`src/rtl/cp0_pkg.sv`:
```
// Shared CP0 definitions: register numbers, ExcCodes, field positions, packing helpers.
// Used by the exception controller and by any decode logic that names CP0 registers.
package cp0_pkg;

  localparam logic [4:0] CP0_REG_SR    = 5'd12;
  localparam logic [4:0] CP0_REG_CAUSE = 5'd13;
  localparam logic [4:0] CP0_REG_EPC   = 5'd14;
  localparam logic [4:0] CP0_REG_PRID  = 5'd15;

  typedef enum logic [4:0] {
    EXC_INT     = 5'd0,
    EXC_ADEL    = 5'd4,
    EXC_ADES    = 5'd5,
    EXC_SYSCALL = 5'd8,
    EXC_RI      = 5'd10,
    EXC_OV      = 5'd12
  } exc_code_e;

  localparam logic [31:0] HANDLER_PC_DEFAULT = 32'h0000_4180;

  localparam int SR_IM_LSB     = 10;
  localparam int SR_IM_MSB     = 15;
  localparam int SR_EXL_BIT    = 1;
  localparam int SR_IE_BIT     = 0;
  localparam int CAUSE_BD_BIT  = 31;
  localparam int CAUSE_IP_LSB  = 10;
  localparam int CAUSE_IP_MSB  = 15;
  localparam int CAUSE_EXC_LSB = 2;
  localparam int CAUSE_EXC_MSB = 6;

  function automatic logic [31:0] pack_sr(input logic [5:0] im, input logic exl,
                                          input logic ie);
    logic [31:0] v;
    v = '0;
    v[SR_IM_MSB:SR_IM_LSB] = im;
    v[SR_EXL_BIT]          = exl;
    v[SR_IE_BIT]           = ie;
    return v;
  endfunction

  function automatic logic [31:0] pack_cause(input logic bd, input logic [5:0] ip,
                                             input logic [4:0] exc);
    logic [31:0] v;
    v = '0;
    v[CAUSE_BD_BIT]                = bd;
    v[CAUSE_IP_MSB:CAUSE_IP_LSB]   = ip;
    v[CAUSE_EXC_MSB:CAUSE_EXC_LSB] = exc;
    return v;
  endfunction

endpackage

```
`src/rtl/cp0_exc_ctrl.sv`:
```
// CP0 exception/interrupt controller at the M stage: combinational Req, SR/Cause/EPC state.
// Req and dout are zero-latency; state updates on the next clk edge; no backpressure.
module cp0_exc_ctrl
  import cp0_pkg::*;
#(
  parameter logic [31:0] HANDLER_PC = HANDLER_PC_DEFAULT,
  parameter logic [31:0] PRID       = 32'h0000_0000
) (
  input  logic        clk,
  input  logic        rst,
  input  logic        en,
  input  logic [4:0]  addr,
  input  logic [31:0] din,
  output logic [31:0] dout,
  input  logic [31:0] M_PC,
  input  logic [4:0]  M_EXC,
  input  logic        M_BD,
  input  logic        eret,
  input  logic [5:0]  HWInt,
  output logic        Req,
  output logic [31:0] EPC_out
);

  // The handler address feeds the PC mux; it must be a word address.
  if (HANDLER_PC[1:0] != 2'b00) begin : g_bad_handler
    $error("HANDLER_PC must be word aligned");
  end

  logic [5:0]  r_im;
  logic        r_exl;
  logic        r_ie;
  logic        r_bd;
  logic [5:0]  r_ip;
  logic [4:0]  r_exccode;
  logic [31:0] r_epc;

  logic        w_int_req;
  logic        w_exc_req;
  logic        w_req;
  logic        w_wr_sr;
  logic        w_wr_epc;
  logic [31:0] w_epc_raw;
  logic [31:0] w_epc_take;

  assign w_int_req = (|(HWInt & r_im)) & r_ie & ~r_exl;
  assign w_exc_req = (M_EXC != 5'd0) & ~r_exl;
  assign w_req     = (w_int_req | w_exc_req) & ~rst;
  assign Req       = w_req;

  // Software writes lose to a request arriving in the same cycle.
  assign w_wr_sr  = en & (addr == CP0_REG_SR)  & ~w_req;
  assign w_wr_epc = en & (addr == CP0_REG_EPC) & ~w_req;

  // A delay-slot fault restarts at the branch so the branch is re-executed.
  assign w_epc_raw  = M_BD ? (M_PC - 32'd4) : M_PC;
  assign w_epc_take = w_epc_raw & 32'hFFFF_FFFC;

  always_ff @(posedge clk) begin
    if (rst) begin
      r_im      <= '0;
      r_exl     <= 1'b0;
      r_ie      <= 1'b0;
      r_bd      <= 1'b0;
      r_ip      <= '0;
      r_exccode <= '0;
      r_epc     <= '0;
    end else begin
      r_ip <= HWInt;
      if (w_req) begin
        r_exl     <= 1'b1;
        r_bd      <= M_BD;
        r_exccode <= w_int_req ? EXC_INT : M_EXC;
        r_epc     <= w_epc_take;
      end else begin
        if (w_wr_sr) begin
          r_im  <= din[SR_IM_MSB:SR_IM_LSB];
          r_exl <= din[SR_EXL_BIT];
          r_ie  <= din[SR_IE_BIT];
        end
        if (w_wr_epc) begin
          r_epc <= din;
        end
        // eret is ordered after the SR write so it always leaves EXL clear.
        if (eret) begin
          r_exl <= 1'b0;
        end
      end
    end
  end

  always_comb begin
    dout = '0;
    case (addr)
      CP0_REG_SR:    dout = pack_sr(r_im, r_exl, r_ie);
      CP0_REG_CAUSE: dout = pack_cause(r_bd, r_ip, r_exccode);
      CP0_REG_EPC:   dout = r_epc;
      CP0_REG_PRID:  dout = PRID;
      default:       dout = '0;
    endcase
  end

  // Forward a same-cycle mtc0 EPC so mtc0/eret back to back returns to the new target.
  assign EPC_out = w_wr_epc ? din : r_epc;

endmodule

```
`config.mk`:
```
export PLATFORM = sky130hd
export DESIGN_NAME = cp0_exc_ctrl
export DESIGN_NICKNAME = d
export VERILOG_FILES = /design/src/rtl/cp0_pkg.sv /design/src/rtl/cp0_exc_ctrl.sv
export SDC_FILE = /design/constraint.sdc
export NUM_CORES = 1
export LEC_CHECK = 0
export CORE_ASPECT_RATIO = 0.8
export CORE_MARGIN = 2
export CORE_UTILIZATION = 40
export CTS_BUF_LIST = sky130_fd_sc_hd__clkbuf_8
export DETAILED_ROUTE_END_ITERATION = 12
export HOLD_SLACK_MARGIN = 0.03
export MAX_ROUTING_LAYER = met4
export PLACE_DENSITY = 0.86
export SLEW_MARGIN = 20
export SYNTH_ARGS = -nofsm -noshare
export SYNTH_HDL_FRONTEND = slang
export SYNTH_SLANG_ARGS = --single-unit
```
`constraint.sdc`:
```
create_clock -name clk -period 3.1 [get_ports clk]
set_input_delay 0.62 -clock clk [delete_from_list [all_inputs] [get_ports clk]]
set_output_delay 0.62 -clock clk [all_outputs]
set_load 0.01 [all_outputs]
```
==> flow_summary.toml, run 1 <==
[synthesis]
yosysTopAreaCell = "dfxtp_1"
synth_nets = 503
synth_top_area_frac = 0.287
netlist_instances = 417
ys_async_sr_fraction = 0
synth-edff-count = 0
ys.flop_type = "dfxtp_1"
synth_area_leaders = "dfxtp_1 (29%), mux2_2 (9.6%), a2111oi_0 (7.0%), and3_1 (5.3%), a311oi_1 (3.9%)"
syn_avg_cell_area_um2 = 8.70
ys_seq_elements = 52
ys_seq_area_frac = 0.287
synth_most_common_cell = "dfxtp_1"
yosys-top-cells-count = "dfxtp_1 (52), clkbuf_1 (37), and3_1 (31), mux2_2 (31), a2111oi_0 (29)"
synth_warnings = 0
syn_area_mm2 = 0.00363
ys_types = 49

[timing]
finalSetupViolCount = 32
fin_skew_ns = 0.00758
slew_headroom = 0.476
fin_hold_ws_ns = 0.499
rsz0062_at_grt = "true"
worst_slack_ns = -0.142
finalMaxSlewViolations = 0
worst_pin_slew_ns = 0.766
fin_crit_sh = 1.05
tns_ns = -3.17
fmax_ghz = 0.308
hold_viol_final = 0
min_period_ns = 3.24

[status]
status = "complete, but fails checks"
violations = "negative setup slack"

[global_routing]
grt_max_degree = 58
antenna_found_initial = 0
grt_pass1_vias = 4218
overflow = 0
grt_pass1_wl_um = 22500
grt_use_total = 0.292

[detailed_routing]
dr.pass1.iters = 5
routedWlPerCell_um = 20.6
post-route-drc-count = 0
num_vias = 4320
viasPerCell = 6.16
drt_iter0_drc = 384
wl_um = 14400
ant_nets = 0

[pwr]
clkPwrFrac = 0.267
p_per_area_mw_per_mm2 = 299
peakVddDrop_mv = 0.189
p_int_mw = 1.26
p_switching_mw = 0.506
pwr-share-comb = 0.302
p_leak_nw = 2.28
power_frac_seq = 0.431
switching_share = 0.287

[placement]
hpwl_um = 9800
post-place-cells = 682
pre_cts_slack_ns = -0.780
portBuffers = 147
gp_congestion = 0.890

[worst_setup_path]
timing.rr.end = "r_epc[31]"
startpoint_type = "primary input"
timing.rr.start = "r_im[2]"
timing_worst_setup_path_type = "primary input to output pin"
crit_arrival_ns = 2.62
reg2reg_setup_slack_ns = 0.98
crit_slowest_cell = "or4_4"
crit_fanout = 5
critPathMaxStageDelay_ns = 0.54
worstSetupEndpointType = "output pin"
cpMostUsedCell = "buf_6"
worstPathRequired_ns = 2.48
rr_worst_depth = 7
crit_chain = "buf_6 > or4_4 > o21ba_4 > o31ai_4 > buf_6 > buf_4 > mux2_4 > buf_6"

[flow_run]
drv_cap = 0

[finish]
multi_input_area_mm2 = 0.00260
area_delta_synth_final_pct = 62.8
fillers = 682
layout-drive-gt1-share = 0.249
nets = 671
antenna_cells = 0
regArea_mm2 = 0.00104
final_cell_count_no_fill = 701

[clocking]
cts_buffer_depth = 2
clk_pin_slew_worst_paths_ns = 0.09
cts_htree_levels = 2
cts_hold_buffers = 0
clock_insertion_delay_worst_skew_ns = 0.31
cts_sinks = 52
cts_tree = "done"
numCtsBuffers = 5
root_buffer = "clkbuf_8"

[min_path]
hold_path_depth = 2
hold_path.startpoint = "r_bd"
hp-class = "flop to flop"
hold_path_end = "r_bd"

[die]
io_pins = 150
die_h_um = 89.2
design.core.area_mm2 = 0.00892
rows = 31
die_w_um = 111
initial_core_util = 0.407
dieArea_mm2 = 0.00986
==> cell usage in the layout, fill, tap and decap left out, drive strengths merged, types with 13 or more instances in the layout <==
cell type / netlist / final
a2111oi: 29 / 29
a211oi: 13 / 13
a311oi: 17 / 17
and2: 19 / 19
and3: 31 / 31
buf: 5 / 92
clkdlybuf4s50: 0 / 99
dfxtp: 52 / 52
mux2: 32 / 32
nand2: 15 / 15
nand2b: 15 / 15
==> area by class of cell <==
cell class | instances | share of cell area
Tap cell | 115 | 0.0244
Sequential cell | 52 | 0.176
Inverter | 3 | 0.00191
Timing Repair Buffer | 203 | 0.339
Clock inverter | 3 | 0.00657
Multi-Input combinational cell | 320 | 0.440
Clock buffer | 5 | 0.0116
==> worst max path at each step <==
stage               cells after the start  slack (ns)      from           to
floorplan                               6        0.03  M_EXC[0]   EPC_out[5]
global placement                        7       -0.73  M_EXC[0]  EPC_out[10]
global route                            9       -0.17  M_EXC[1]  EPC_out[23]
detailed placement                      7       -0.78  M_EXC[0]   EPC_out[0]
CTS                                    10       -0.09  M_EXC[3]  EPC_out[21]
finish                                  8       -0.14  M_EXC[1]  EPC_out[20]
==> logic make-up (layout without fill, tap and decap cells) <==
logic type	Yosys count	count (layout)	synth area share
AO/OA/AOI/OAI	116	116	0.255
XOR/XNOR	13	13	0.0314
adder cells (fa/ha/maj)	1	1	0.00345
buffers and inverters	45	214	0.0503
flip-flops	52	52	0.287
multiplexers	41	41	0.124
AND/OR/NAND/NOR	149	149	0.249
==> through the flow <==
stage / util / cell area (um^2) / total power, mW
floorplan: - / 3640 / 0.955
global placement: 0.612 / 5460 / 1.24
detailed placement: 0.612 / 5460 / 1.25
CTS: 0.669 / 5970 / 1.76
global route: 0.662 / 5910 / 1.84
finish: 0.662 / 5910 / 1.77
==> worst max-delay path, delay by kind of cell <==
family	cells	cell delay (ns)
AOI/OAI and AO/OA	2	0.52
buffers and inverters	4	0.60
muxes	1	0.34
and+or+nand+nor	1	0.54
==> power by group through the flow <==
stage | Combinational (mW) | Sequential, mW | Clock, mW
final | 0.534 | 0.761 | 0.471
after global routing | 0.565 | 0.765 | 0.505
after CTS | 0.524 | 0.758 | 0.475
after detailed placement | 0.479 | 0.772 | 0
after global placement | 0.468 | 0.770 | 0
after floorplan | 0.203 | 0.752 | 0
==> flip-flops by register name, summed over array words and instances (netlist names) <==
signal     cells
r_bd           1
r_epc         32
r_exccode      5
r_exl          1
r_ie           1
r_im           6
r_ip           6
==> layer usage <==
layer,track usage,up-vias,share of wire
li1,-,1979,-
met1,0.371,2059,0.43
met2,0.495,247,0.48
met3,0.0441,35,0.068
met4,0.0773,0,0.021
met5,-,-,0
==> timing repair <==
item,in CTS,in global routing
hold endpoints to repair,0,0
setup buffers,11,2
resized for setup,234,7
gates cloned,4,0
setup endpoints to repair,65,38
pin swaps,7,3
No activity file was read; power rests on OpenSTA's default activity.
==> inputs of run 2 (changes only) <==
- ABC_CLOCK_PERIOD_IN_PS: default -> 3100
- CORE_UTILIZATION: 40 -> 60
- CTS_CLUSTER_DIAMETER: default -> 150
- DONT_BUFFER_PORTS: default -> 1
==> flow_summary.toml, run 2 (same netlist as run 1, synthesis figures left out) <==
[clocking]
root_buffer = "clkbuf_8"
cts_sinks = 52
numCtsBuffers = 5
cts_hold_buffers = 0
cts_buffer_depth = 2
postCtsSetupBuffers = 0
cts_tree = "done"
post_cts_resized = 0
clock_insertion_delay_worst_skew_ns = 0.31
clk_pin_slew_worst_paths_ns = 0.10
cts_htree_levels = 2

[detailed_routing]
viasPerCell = 7.23
post-route-drc-count = 0
num_vias = 3477
wl_um = 10700
dr.pass1.iters = 4
ant_nets = 0
routedWlPerCell_um = 22.1
drt_iter0_drc = 317

[finish]
largest-register = "r_epc"
fin_util = 0.648
layout_common_cells = "dfxtp_1 (52), mux2_2 (31), and3_1 (31)"
multi_input_area_mm2 = 0.00243
layout_commonest_cell = "dfxtp_1"
area_delta_synth_final_pct = 4.96
layout-drive-gt1-share = 0.155
reg.largest.list = "r_epc (32), r_im (6), r_ip (6)"
nets = 485
antenna_cells = 0
fillers = 501
largest_register_ff_count = 32
regArea_mm2 = 0.00104

[global_routing]
overflow = 0
antenna_found_initial = 0
use_met1 = 0.432
grt_pass1_wl_um = 16500
grt_use_met2 = 0.491
grt_use_total = 0.317
gr-max-usage-layer = "met2"
grtUsageMet3 = 0.0667
grt_max_degree = 59
grt_pass1_vias = 3180

[worst_setup_path]
reg2reg_setup_slack_ns = 1.11
startpoint_type = "primary input"
timing.rr.start = "r_im[2]"
timing_worst_setup_path_type = "primary input to output pin"
worstSetupEndpointType = "output pin"
crit_fanout = 17
crit_arrival_ns = 2.37
rr_worst_depth = 5
worstPathRequired_ns = 2.48
timing.rr.end = "r_epc[24]"

[status]
status = "complete, no violations"

[timing]
slew_headroom = 0.565
finalMaxSlewViolations = 0
fin_skew_ns = 0.00851
finalSetupViolCount = 0
worst_pin_slew_ns = 0.636
min_period_ns = 2.99
fin_crit_sh = 0.963
hold_viol_final = 0
rsz0062_at_grt = "false"
fmax_ghz = 0.335
tns_ns = 0

[flow_run]
drv_cap = 0

[die]
io_pins = 150
die_w_um = 91.0
design.core.area_mm2 = 0.00588
initial_core_util = 0.617
rows = 25
die_h_um = 73.6
dieArea_mm2 = 0.00669

[min_path]
hold_path.startpoint = "rst"
hp-class = "primary input to flop"
hold_path_end = "r_ip[4]"
hold_path_depth = 1

[placement]
hpwl_um = 7650
gp_congestion = 0.912
portBuffers = 0

[pwr]
p_leak_nw = 1.32
peakVddDrop_mv = 0.186
p_per_area_mw_per_mm2 = 366
run 2: critical path: stages:
cell,delay [ns]
or4_1,0.54
o21ba_2,0.25
o31ai_4,0.25
buf_4,0.29
mux2_2,0.41
run 2: power breakdown:
group | internal [mW] | leakage (nW) | switching (mW)
clock network | 0.179 | 0.0486 | 0.224
logic | 0.104 | 0.838 | 0.133
registers | 0.717 | 0.431 | 0.0389
run 2: final cells by class:
type                    instances  share of cell area
well taps                      81              0.0266
clock inverters                 2             0.00296
clock buffers                   6              0.0217
repair buffers                 17              0.0335
inverters                       3             0.00296
multi-input cells             320               0.639
flip-flops and latches         52               0.273
run 2: how the worst max path moves through the flow:
stage / depth (start not counted) / slack (ns) / end / from
after floorplan: 6 / 0.03 / EPC_out[5] / M_EXC[0]
after global placement: 5 / 0.15 / EPC_out[20] / M_EXC[0]
after detailed placement: 5 / 0.12 / EPC_out[21] / M_EXC[0]
after CTS: 5 / 0.11 / EPC_out[21] / M_EXC[0]
after global routing: 5 / 0.08 / EPC_out[21] / M_EXC[0]
final: 5 / 0.11 / EPC_out[21] / M_EXC[0]
run 2: per-stage QoR:
| step | instance area (um^2) | std cells | total power, mW | setup WS, ns | hold slack, ns |
|---|---|---|---|---|---|
| floorplan | 3640 | 417 | 0.955 | 0.0262 | 0.443 |
| global placement | 3720 | 473 | 0.992 | 0.150 | 0.454 |
| detailed placement | 3720 | 473 | 1.00 | 0.120 | 0.470 |
| CTS | 3810 | 481 | 1.40 | 0.113 | 0.362 |
| global route | 3810 | 481 | 1.45 | 0.0845 | 0.354 |
| finish | 3810 | 481 | 1.40 | 0.114 | 0.364 |
run 2: layer usage:
layer | vias up | wire, um
met5 | - | 0
met4 | 0 | 93
met3 | 16 | 958
met2 | 190 | 4930
met1 | 1671 | 4670
li1 | 1600 | -
